==> src/rtl/pc_sequencer.sv <==
// Next-PC controller: redirect arbitration, load-use stall and fetch-wait handling for the PC register.
// Zero-latency redirect when imem_ready=1. A redirect that arrives while fetch is blocked is parked until fetch accepts it.
module pc_sequencer #(
  parameter logic [31:0] TRAP_VECTOR = 32'h0000_0040,
  parameter int          CNT_W       = 32
) (
  input  logic             clk,
  input  logic             rst,
  input  logic [31:0]      PC,
  input  logic             imem_ready,
  input  logic             ld_use_hazard,
  input  logic             id_jump,
  input  logic [31:0]      id_jump_target,
  input  logic             ex_branch_taken,
  input  logic [31:0]      ex_branch_target,
  input  logic             trap_req,
  output logic [31:0]      PC_next,
  output logic             id_shouldstall,
  output logic             if_flush,
  output logic             id_flush,
  output logic             redirect_pending,
  output logic [1:0]       fsm_state,
  output logic [CNT_W-1:0] stall_cycles
);

  typedef enum logic [1:0] {
    RUN     = 2'd0,
    MEMWAIT = 2'd1,
    PEND    = 2'd2
  } state_t;

  localparam logic [CNT_W-1:0] CNT_MAX = {CNT_W{1'b1}};
  localparam logic [CNT_W-1:0] CNT_ONE = {{(CNT_W-1){1'b0}}, 1'b1};

  state_t      state, state_nxt;
  logic [31:0] pend_target, pend_target_nxt;
  logic        pending_nxt;
  logic        redir;
  logic [31:0] redir_target;
  logic [31:0] pc_seq;

  // Branch and jump targets are forced word-aligned; the trap vector is trusted as-is.
  always_comb begin
    redir        = trap_req | ex_branch_taken | id_jump;
    redir_target = 32'h0;
    if (trap_req)
      redir_target = TRAP_VECTOR;
    else if (ex_branch_taken)
      redir_target = ex_branch_target & ~32'h3;
    else if (id_jump)
      redir_target = id_jump_target & ~32'h3;
  end

  assign pc_seq = PC + 32'd4;

  always_ff @(posedge clk) begin
    if (rst) begin
      state            <= RUN;
      pend_target      <= 32'h0;
      redirect_pending <= 1'b0;
    end else begin
      state            <= state_nxt;
      pend_target      <= pend_target_nxt;
      redirect_pending <= pending_nxt;
    end
  end

  always_comb begin
    state_nxt       = state;
    pend_target_nxt = pend_target;
    pending_nxt     = redirect_pending;
    PC_next         = PC;
    id_shouldstall  = 1'b0;
    if_flush        = 1'b0;
    id_flush        = 1'b0;

    case (state)
      PEND: begin
        // Branches and jumps seen here belong to instructions already squashed.
        if (trap_req) begin
          if_flush        = 1'b1;
          id_flush        = 1'b1;
          pend_target_nxt = TRAP_VECTOR;
        end
        if (imem_ready) begin
          PC_next     = trap_req ? TRAP_VECTOR : pend_target;
          pending_nxt = 1'b0;
          state_nxt   = RUN;
        end else begin
          id_shouldstall = 1'b1;
        end
      end

      default: begin
        if (redir) begin
          if_flush = 1'b1;
          id_flush = trap_req | ex_branch_taken;
        end else if (ld_use_hazard) begin
          id_flush = 1'b1;
        end

        if (imem_ready) begin
          state_nxt = RUN;
          if (redir)
            PC_next = redir_target;
          else if (ld_use_hazard)
            id_shouldstall = 1'b1;
          else
            PC_next = pc_seq;
        end else begin
          id_shouldstall = 1'b1;
          if (redir) begin
            pend_target_nxt = redir_target;
            pending_nxt     = 1'b1;
            state_nxt       = PEND;
          end else begin
            state_nxt = MEMWAIT;
          end
        end
      end
    endcase
  end

  always_ff @(posedge clk) begin
    if (rst)
      stall_cycles <= '0;
    else if (id_shouldstall && (stall_cycles != CNT_MAX))
      stall_cycles <= stall_cycles + CNT_ONE;
  end

  assign fsm_state = state;

endmodule

==> config.mk <==
export PLATFORM = sky130hd
export DESIGN_NAME = pc_sequencer
export DESIGN_NICKNAME = d
export VERILOG_FILES = /design/src/rtl/pc_sequencer.sv
export SDC_FILE = /design/constraint.sdc
export NUM_CORES = 1
export LEC_CHECK = 0
export ABC_AREA = 1
export BUFFER_PORTS_ARGS = -buffer_cell sky130_fd_sc_hd__clkbuf_2
export CAP_MARGIN = 20
export CORE_ASPECT_RATIO = 1.75
export CORE_MARGIN = 3
export CORE_UTILIZATION = 45
export DETAILED_ROUTE_END_ITERATION = 7
export GPL_TIMING_DRIVEN = 0
export PLACE_DENSITY = 0.8
export SLEW_MARGIN = 5
export SYNTH_ARGS = -nofsm -noshare
export SYNTH_HDL_FRONTEND = slang
export SYNTH_SLANG_ARGS = --single-unit
==> constraint.sdc <==
create_clock -name clk -period 2.3 [get_ports clk]
set_clock_uncertainty 0.1 [all_clocks]
set_input_delay 0.345 -clock clk [delete_from_list [all_inputs] [get_ports clk]]
set_output_delay 0.345 -clock clk [all_outputs]
set_load 0.05 [all_outputs]
==> impl_metrics.toml <==
[run_status]
status = "complete, but fails checks"
failed_checks = "setup timing"

[synthesis]
seq_area_frac_synth_pct = 24.1
synthesis.area_sq_mm = 0.00556
syn_avg_cell_area_sq_um = 5.47
netlist.area_leader.share_pct = 27.5
synth_cell_types = 34
synth_ff_type = "dfxtp_1"
async_reset_ff_share_pct = 0
synth_edf_count = 0
ys_warn_count = 0
yosysTopAreaCell = "nand2_1"
synth_cells = 1016
synthTopCellsByArea = "nand2_1 (28%), dfxtp_1 (24%), nor2_1 (9.5%), o21ai_0 (8.2%), a21oi_1 (5.9%)"
ys_ff_latch = 67
synth_fp_nets = 1123

[sta]
final_max_slew_viol_count = 0
hold_viol_final = 0
rsz0062_at_grt = "true"
slew_headroom_pct = 55.1
hold-worst-slack_ps = 293
max_freq_ghz = 0.406
fin_ws_ps = -160
worst_pin_slew_ps = 673
period_needed_ps = 2460
finalSetupViolations = 26
fin_crit_sh_pct = 107

[cts]
clock_path_buffers = 2
cts_tree = "yes"
cts_hold_buf = 0
path_clk_slew_ps = 50
cts.sinks = 67
cts_max_level = 3
clock_latency_ps = 340
cts_buffers = 9
clock-root-buffer = "clkbuf_16"

[floorplan]
fp-row-count = 53
core_area_sq_mm = 0.0121
die_area_sq_mm = 0.0138
start_util_pct = 46.1
ios = 173
fp.dieW_um = 90.0
fp.dieH_um = 153

[flow_run]
drv_cap = 0

[placement]
gp_congestion = 0.976
dp.final_hpwl_um = 17900
numPortBuffers = 167

[cells_and_area]
antenna_cells = 0
fill_cells = 1229
syn2layout_area_growth_pct = 38.3
drive_gt1_share_pct = 25.1
fin_nets = 1319

[grt]
grt_util_all_layers_pct = 33.0
grt-ovfl-total = 0
grt_max_degree = 11
grt_pass1_wl_um = 36600
antenna_found_initial = 0
first_global_vias = 7386

[detailed_routing]
vias_per_cell = 5.43
drt_wl_total_um = 23400
vias = 7504
drt_drc_violations_left = 0
firstDrtPassIters = 7
drtAntennaViolNets = 0
post_drt_wl_per_cell_um = 16.9
drt-initial-drc-count = 502

[power]
leakagePower_nw = 3.43
power_density_mw_per_mm2 = 496
p_total_w = 0.00382
irDropWorstVdd_mv = 0.322

[setup_path]
crit_family = "simple AND/OR/NAND/NOR gates"
worstSetupPathType = "register to output pin"
required_ps = 1860
cp_slowest_cell = "dfxtp_4"
cp_max_fo = 7
critical_path_arrival_ps = 2020
crit_chain = "inv_2 -> or2_4 -> nor2_4 -> buf_6 -> nand2_2 -> o211ai_1 -> clkbuf_8"
start_kind = "register"
crit_path_max_incr_delay_ps = 340
cp-end-kind = "output pin"
crit_buf_inv = 3

[worst_hold_path]
hold_path.class = "input pin to register"
-- cell usage in the layout, fill, tap and decap left out, types with 2 or more instances in the layout --
| master | n |
|---|---|
| nand2_1 | 377 |
| clkbuf_2 | 140 |
| nor2_1 | 127 |
| o21ai_0 | 68 |
| dfxtp_1 | 65 |
| a21oi_1 | 64 |
| inv_1 | 50 |
| nand3_1 | 34 |
| a31oi_1 | 29 |
| nand2_2 | 26 |
| buf_4 | 25 |
| buf_8 | 19 |
| nand3b_1 | 18 |
| clkbuf_1 | 15 |
| o21ai_1 | 14 |
| xor2_1 | 13 |
| clkbuf_8 | 11 |
| clkbuf_4 | 10 |
| nor2_4 | 10 |
| buf_6 | 9 |
| o21ai_2 | 9 |
| clkbuf_16 | 9 |
| xnor2_1 | 8 |
| nor3_1 | 7 |
| nand4_1 | 7 |
| nand2_4 | 7 |
| buf_2 | 6 |
| nor2_2 | 6 |
| inv_2 | 5 |
| ha_1 | 3 |
| buf_1 | 2 |
| o211ai_1 | 2 |
| o22ai_2 | 2 |
| a22o_1 | 2 |
| a32o_1 | 2 |
-- per-stage QoR --
stage                     area (sq um)  TNS [ps]  setup WS [ps]  std cells  util, %
after global placement            6660    -12150           -709       1348     55.2
after global routing              7690     -3600           -189       1381     63.7
after detailed placement          6660    -12030           -725       1348     55.2
after floorplan                   5620      -115           -115       1016        -
after CTS                         7470     -1440          -91.7       1374     61.9
final                             7690     -2040           -160       1381     63.7
-- repair_timing --
| action | in CTS | in global routing |
|---|---|---|
| resized for setup | 138 | 92 |
| setup endpoints to repair | 56 | 64 |
| pin swaps | 16 | 15 |
| setup buffers | 8 | 7 |
| cloned | 4 | 0 |
-- final timing paths --
check	endpoint	start	depth (start not counted)	slack [ps]
worst max register to register	pend_target[22]	fsm_state[1]	11	90
worst min-delay path	pend_target[23]	id_jump_target[23]	5	290
worst max-delay path	PC_next[17]	fsm_state[1]	7	-160
worst min register to register	redirect_pending	redirect_pending	2	350
-- area by class of cell --
class                      instances  area (sq um)  area share (%)
buffer                            48           285            3.71
inverter                          57           220            2.86
multi-input combinational        844          4060            52.8
sequential                        67          1350            17.5
tap                              165           206            2.68
clock buffer                      13           260            3.38
timing repair buffer             185          1270            16.6
clock inverter                     2          35.0           0.455
-- cells by family after synthesis --
| kind of cell | count (synthesis) | synth area share, % |
|---|---|---|
| AND/OR/NAND/NOR | 620 | 44.7 |
| AO/OA/AOI/OAI | 198 | 19.3 |
| buffers and inverters | 106 | 7.63 |
| flip-flops | 67 | 24.1 |
| XOR/XNOR | 21 | 3.31 |
| adder cells (fa/ha/maj) | 4 | 0.900 |
-- tightest hold or removal path, cell delays in order --
cell and delay [ps]:
clkbuf_2 80, nand2_1 50, a21oi_1 70, nand2_1 60, a31oi_1 70
-- flip-flops by register name, indices dropped and copies added, names as in the netlist --
signal            count
fsm_state             2
stall_cycles         32
pend_target          32
redirect_pending      1
-- cells in the mapped netlist (7+ instances only) --
master    number
nand2_1      408
nor2_1       140
o21ai_0       91
dfxtp_1       67
a21oi_1       65
inv_1         53
nand3_1       35
a31oi_1       29
clkbuf_1      27
nand3b_1      18
xor2_1        13
buf_2         12
xnor2_1        8
buf_1          7
nand4_1        7
nor3_1         7
-- power by group --
group,leakage (nW),internal (W),switching [W]
sequential,0.548,0.00122,0.0000368
clock,0.146,0.000891,0.000505
combinational,2.74,0.000405,0.000763
total,3.43,0.00251,0.00131
-- routing by layer --
metal / up-vias / track usage (%) / wire [um]
li1: 3684 / - / -
met1: 3305 / 33.0 / 7680
met2: 402 / 60.8 / 12000
met3: 113 / 4.48 / 1700
met4: 0 / 24.9 / 1970
met5: - / 0 / 0
Power figures use the tool's default switching activity.
